`src/rtl/pp_loader_pkg.sv`:
```
// pp_loader_pkg
// Shared definitions for the partial-product column loader:
//   - loader_state_e : FSM state encoding (FILL, SETTLE, DONE)
//   - col_height     : number of partial-product bits in column c of an n x n product
//   - col_offset     : bit position of column c inside the flattened pp_bits bus
//   - dst_width      : width of the compressor result for an n-bit operand
//   - LAT_W          : width of the compressor latency counter (latency 0..15)
package pp_loader_pkg;

   typedef enum logic [1:0] {
      FILL   = 2'd0,
      SETTLE = 2'd1,
      DONE   = 2'd2
   } loader_state_e;

   localparam int LAT_W = 4;

   // Columns grow by one bit up to the middle column, then shrink again.
   function automatic int col_height(input int n, input int c);
      int up;
      int down;
      up   = c + 1;
      down = 2 * n - 1 - c;
      return (up < down) ? up : down;
   endfunction

   // Columns are packed back to back, lowest column first.
   function automatic int col_offset(input int n, input int c);
      int sum;
      sum = 0;
      for (int k = 0; k < c; k++) begin
         sum += col_height(n, k);
      end
      return sum;
   endfunction

   // A full n x n product plus one guard bit from the redundant compressor output.
   function automatic int dst_width(input int n);
      return 2 * n + 1;
   endfunction

endpackage

```
`src/rtl/pp_column_loader_shreg.sv`:
```
// pp_col_shreg
// One partial-product column: an H-bit shift register fed serially at bit 0.
// Ports:
//   clk      - clock, rising edge
//   rst_n    - asynchronous active-low reset, clears the column
//   clear    - synchronous flush, wins over shift_en
//   shift_en - shift the column by one position
//   din      - serial input bit, enters at bit 0
//   q        - column contents, bit 0 is the most recent bit
module pp_col_shreg #(
   parameter int H = 1
) (
   input  logic         clk,
   input  logic         rst_n,
   input  logic         clear,
   input  logic         shift_en,
   input  logic         din,
   output logic [H-1:0] q
);

   // A single-bit column has nothing to shift; it just reloads from din.
   if (H == 1) begin : g_single
      always_ff @(posedge clk or negedge rst_n) begin
         if (!rst_n) begin
            q <= '0;
         end else if (clear) begin
            q <= '0;
         end else if (shift_en) begin
            q <= din;
         end
      end
   end else begin : g_multi
      always_ff @(posedge clk or negedge rst_n) begin
         if (!rst_n) begin
            q <= '0;
         end else if (clear) begin
            q <= '0;
         end else if (shift_en) begin
            q <= {q[H-2:0], din};
         end
      end
   end

endmodule

```
`src/rtl/pp_column_loader.sv`:
```
// pp_column_loader
// Serially loads the partial-product columns of an N x N multiplier, presents
// them flattened to an external compressor, and captures the compressor result
// once the columns are full and the inputs have been quiet for the
// compressor's latency.
// Ports:
//   clk       - clock, rising edge
//   rst_n     - asynchronous active-low reset
//   src_ser   - one serial bit per column, indexed by column
//   shift_en  - shift every column by one position
//   clear     - synchronous flush of columns, fill count and result
//   pp_bits   - all columns flattened, column c at col_offset(N,c)
//   fill_cnt  - saturating number of shifts since reset/clear
//   full      - fill_cnt has reached N
//   comp_dst  - compressor result for the current pp_bits
//   res       - captured compressor result
//   res_valid - one-cycle pulse when res updates
module pp_column_loader
   import pp_loader_pkg::*;
#(
   parameter int  N        = 30,
   parameter int  COMP_LAT = 0,
   localparam int NCOL     = 2 * N - 1,
   localparam int TOTAL    = N * N,
   localparam int DSTW     = dst_width(N),
   localparam int CNTW     = $clog2(N + 1)
) (
   input  logic             clk,
   input  logic             rst_n,
   input  logic [NCOL-1:0]  src_ser,
   input  logic             shift_en,
   input  logic             clear,
   output logic [TOTAL-1:0] pp_bits,
   output logic [CNTW-1:0]  fill_cnt,
   output logic             full,
   input  logic [DSTW-1:0]  comp_dst,
   output logic [DSTW-1:0]  res,
   output logic             res_valid
);

   localparam logic [CNTW-1:0]  N_CNT    = CNTW'(N);
   localparam logic [LAT_W-1:0] LAT_INIT = LAT_W'(COMP_LAT);

   loader_state_e    state;
   loader_state_e    state_next;
   logic [LAT_W-1:0] lat_cnt;
   logic [LAT_W-1:0] lat_next;
   logic             capture;

   // Column registers, each mapped straight onto its slice of pp_bits.
   for (genvar c = 0; c < NCOL; c++) begin : g_col
      localparam int H   = col_height(N, c);
      localparam int OFF = col_offset(N, c);
      logic [H-1:0] col_q;

      pp_col_shreg #(
         .H(H)
      ) u_col (
         .clk      (clk),
         .rst_n    (rst_n),
         .clear    (clear),
         .shift_en (shift_en),
         .din      (src_ser[c]),
         .q        (col_q)
      );

      assign pp_bits[OFF +: H] = col_q;
   end

   // full is kept as its own register so it never depends combinationally
   // on fill_cnt; it is set on the shift that brings fill_cnt to N.
   always_ff @(posedge clk or negedge rst_n) begin
      if (!rst_n) begin
         fill_cnt <= '0;
         full     <= 1'b0;
      end else if (clear) begin
         fill_cnt <= '0;
         full     <= 1'b0;
      end else if (shift_en && (fill_cnt != N_CNT)) begin
         fill_cnt <= fill_cnt + 1'b1;
         full     <= (fill_cnt == (N_CNT - 1'b1));
      end
   end

   always_ff @(posedge clk or negedge rst_n) begin
      if (!rst_n) begin
         state   <= FILL;
         lat_cnt <= '0;
      end else if (clear) begin
         state   <= FILL;
         lat_cnt <= '0;
      end else begin
         state   <= state_next;
         lat_cnt <= lat_next;
      end
   end

   // Any shift means pp_bits changed, so a pending or completed capture is
   // stale and the loader falls back to FILL. A capture only happens after
   // the columns have been full and untouched for the whole latency window.
   always_comb begin
      state_next = state;
      lat_next   = lat_cnt;
      capture    = 1'b0;
      case (state)
         FILL: begin
            if (full && !shift_en) begin
               state_next = SETTLE;
               lat_next   = LAT_INIT;
            end
         end
         SETTLE: begin
            if (shift_en) begin
               state_next = FILL;
            end else if (lat_cnt != '0) begin
               lat_next = lat_cnt - 1'b1;
            end else begin
               capture    = 1'b1;
               state_next = DONE;
            end
         end
         DONE: begin
            if (shift_en) begin
               state_next = FILL;
            end
         end
         default: begin
            state_next = FILL;
         end
      endcase
   end

   // res_valid follows capture by one register stage; capture moves the FSM
   // to DONE, so it can never be asserted two cycles in a row.
   always_ff @(posedge clk or negedge rst_n) begin
      if (!rst_n) begin
         res       <= '0;
         res_valid <= 1'b0;
      end else if (clear) begin
         res       <= '0;
         res_valid <= 1'b0;
      end else begin
         res_valid <= capture;
         if (capture) begin
            res <= comp_dst;
         end
      end
   end

endmodule

```
`config.mk`:
```
export PLATFORM = sky130hd
export DESIGN_NAME = pp_column_loader
export DESIGN_NICKNAME = d
export VERILOG_FILES = /design/src/rtl/pp_loader_pkg.sv /design/src/rtl/pp_column_loader_shreg.sv /design/src/rtl/pp_column_loader.sv
export SDC_FILE = /design/constraint.sdc
export NUM_CORES = 1
export LEC_CHECK = 0
export CAP_MARGIN = 20
export CELL_PAD_IN_SITES_DETAIL_PLACEMENT = 0
export CELL_PAD_IN_SITES_GLOBAL_PLACEMENT = 1
export CORE_AREA = 3 3 422 424
export DETAILED_ROUTE_END_ITERATION = 6
export DIE_AREA = 0 0 425 427
export HOLD_SLACK_MARGIN = 0.12
export PLACE_DENSITY_LB_ADDON = 0.1
export SETUP_SLACK_MARGIN = 0.02
export SLEW_MARGIN = 0
export SYNTH_ARGS = -nofsm -noshare
export SYNTH_HDL_FRONTEND = slang
export SYNTH_SLANG_ARGS = --single-unit
```
`constraint.sdc`:
```
create_clock -name clk -period 1.8 [get_ports clk]
set_input_delay 0.18 -clock clk [delete_from_list [all_inputs] [get_ports clk]]
set_output_delay 0.18 -clock clk [all_outputs]
set_load 0.01 [all_outputs]
```
==> metrics.yaml <==
synth:
  synthFlopType: "dfrtp_1"
  synth.net_count: 3237
  synth_warnings: 0
  seq_area_frac_synth: 0.6267
  synth.avg_cell_area_um2: 12.51
  yosysMostFrequentCell: "dfrtp_1"
  synth_top_area_cell: "dfrtp_1"
  synth_commonest_cells: "dfrtp_1, nor2_1, mux2i_1, clkbuf_1, buf_4"
  yosys_register_bits: 974
  synth_top_area_share: 0.6267
  synth_edf_count: 0
  synth.top_cells.by_area: "dfrtp_1, mux2i_1, nor2_1"
  synth_cell_types: 33
  synthArstFlopShare: 1.000
  synth.cell_area_mm2: 0.03889
  netlist_instances: 3108
timing:
  finClkSkew_ps: 32.04
  drv_slew: 0
  fin_ws_ps: 94.44
  max_freq_mhz: 586.3
  fin_crit_ps: 1706
  tns_ps: 0
  tightest_slew_ps: 632.2
  finalHoldViolations: 0
  fin_crit_sh: 0.9475
  rsz0062_at_grt: "true"
  setup_violations: 0
  maxSlewHeadroom: 0.5785
  holdWs_ps: 196.4
min_path:
  hold_path_class: "in2async"
placement:
  portBuffers: 1091
  place_inst: 6421
  hpwl_um: 111000
  gp_congestion: 0.7522
  preCtsSetupSlack_ps: 94.45
status:
  status: "finished, final reports clean"
worst_setup_path:
  crit_path_max_fanout: 3
  worstSetupPathType: "reg2out"
  cp-start-kind: "flop"
  critPathCaptureType: "output port"
  cpLargestDelayFamily: "buffers and inverters"
  r2r_cells: 8
  path_buf_inv: 1
  crit_required_ps: 1620
  critPathSlowestCell: "dlygate4sd2_1"
  critPathMaxStageDelay_ps: 390
  r2r_end: "res[23]$_DFFE_PN0P_"
  worstReg2RegStart: "lat_cnt[1]$_DFFE_PN0P_"
  cp.arrival_ps: 1530
  crit_path_cell_trace: "dlygate4sd2_1"
  rrSetupSlack_ps: 100
power:
  seq_power_share: 0.437
  leakagePower_nw: 31.60
  power_density_mw_per_mm2: 879.7
  ir_drop_mv: 0.8604
  power_frac_comb: 0.064
  clock_power_share: 0.499
  switching_share: 0.2384
  switching_power_w: 0.01213
  p_int_w: 0.03873
finish:
  fin_nets: 4507
  fin_cells: 6796
  fill_cells: 17931
  drive_gt1_frac: 0.1002
  syn2layout_area_growth_pct: 48.66
detailed_routing:
  drt_iter0_drc: 1464
  vias: 28197
  drcViolationCount: 0
  wirelength_um: 154200
  wl_per_cell_um: 22.69
  dr.pass1.iters: 4
  via_per_inst: 4.149
  ant_nets: 0
clocking:
  root_buffer: "clkbuf_16"
  clock-sinks: 974
  cts_max_level: 4
  numCtsBuffers: 130
  clock_latency_ps: 760
  cts_tree: "built"
  clkTransAtPathRegs_ps: 60
  cts_buffer_depth: 3
global_routing:
  grt_first_pass_wirelength_um: 221500
  grt_pass1_vias: 29199
  globalRoute.totalOverflow: 0
  grt_usage: 0.1646
  antenna_found_initial: 1
  grt_max_degree: 92
floorplanning:
  die_area_mm2: 0.1815
  die_w_um: 425
  num_rows: 153
  core-area_mm2: 0.1742
  die_h_um: 427
  ios: 1092
  start_util: 0.2232
run:
  drv_cap: 0
==> per-stage QoR <==
step / instance area, um^2 / total power [W] / utilization
3_3_place_gp: 53130 / 0.02584 / 0.3050
2_1_floorplan: 38890 / 0.02403 / -
3_5_place_dp: 53130 / 0.02581 / 0.3050
6_report: 57810 / 0.05086 / 0.3319
4_1_cts: 57760 / 0.05211 / 0.3316
5_1_grt: 57810 / 0.05313 / 0.3319
==> flip-flops by register name, indices dropped and copies added (netlist names) <==
name           count
fill_cnt           5
full               1
g_col.u_col.q    900
state              2
lat_cnt            4
res               61
res_valid          1
==> cell usage in the layout, fill, tap and decap left out, drive strengths merged <==
master	instances
dlygate4sd3	124
buf	151
a22o	62
nand2	1
dlygate4sd2	777
nor2b	1
nor3b	1
clkinv	17
a21o	3
nand4bb	1
nand2b	1
a31oi	3
nand4	3
nor3	6
nor2	902
clkdlybuf4s18	1
mux2	2
clkdlybuf4s15	173
a21oi	4
nand3b	1
or2	1
and3	2
clkdlybuf4s50	120
or4b	1
ha	5
dfrtp	974
mux2i	900
clkinvlp	1
xor2	1
nand3	3
inv	9
diode	1
nor4b	1
clkbuf	213
a311oi	1
a211oi	3
a221o	1
==> metal layers <==
metal | global-route usage | wire length (um) | part of all wire
met2 | 0.2798 | 77100 | 0.50
met1 | 0.1876 | 59180 | 0.38
met5 | 0 | 0 | 0
met3 | 0.05576 | 10960 | 0.071
met4 | 0.07151 | 6954 | 0.045
==> cell families after synthesis <==
logic type                 Yosys count  share of synthesized area
AOI/OAI and AO/OA                   77                    0.01676
xor gates and xnor gates             1                  0.0002253
adders and majority gates            5                   0.001609
buffers and inverters              224                    0.03114
DFF                                974                     0.6267
muxes                              902                     0.2322
and+or+nand+nor                    925                    0.09131
==> power by group through the flow <==
stage	clock network, W	registers [W]	logic, W
final	0.0254	0.0222	0.00327
after global routing	0.0273	0.0222	0.00357
after CTS	0.0265	0.0222	0.00336
after detailed placement	0	0.0226	0.00321
after global placement	0	0.0226	0.00323
after floorplan	0	0.0226	0.00140
==> repair_timing <==
item | CTS | global route
hold buffers | 124 | 0
endpoints found under the hold margin | 1261 | 0
pin swaps | 0 | 1
buffers inserted | 21 | 3
cloned | 0 | 2
gates resized for setup | 1244 | 33
endpoints found under the setup margin | 967 | 66
==> cell type report <==
class                           instances  area (um^2)  area share
Antenna cell                            1        2.502  0.00004328
Multi-Input combinational cell       1910        13320      0.2304
Timing Repair Buffer                 1356        13000      0.2249
Sequential cell                       974        24400      0.4220
Clock buffer                          203         4028     0.06967
Inverter                                6        22.52   0.0003896
Tap cell                             2325         2909     0.05032
Clock inverter                         21        133.9    0.002316
==> worst max path at each step <==
stage | from | to | slack [ps] | depth (start not counted)
finish | g_col[28].u_col.q[10]$_DFFE_PN0N_ | pp_bits[416] | 90 | 1
CTS | g_col[45].u_col.q[3]$_DFFE_PN0N_ | pp_bits[798] | 2 | 1
global placement | lat_cnt[0]$_DFFE_PN0P_ | res[57]$_DFFE_PN0P_ | 90 | 7
detailed placement | lat_cnt[0]$_DFFE_PN0P_ | res[23]$_DFFE_PN0P_ | 90 | 7
floorplan | lat_cnt[0]$_DFFE_PN0P_ | res[0]$_DFFE_PN0P_ | 230 | 6
global route | lat_cnt[1]$_DFFE_PN0P_ | res[50]$_DFFE_PN0P_ | 10 | 8
Note: power is estimated with default switching activity, not from simulation.
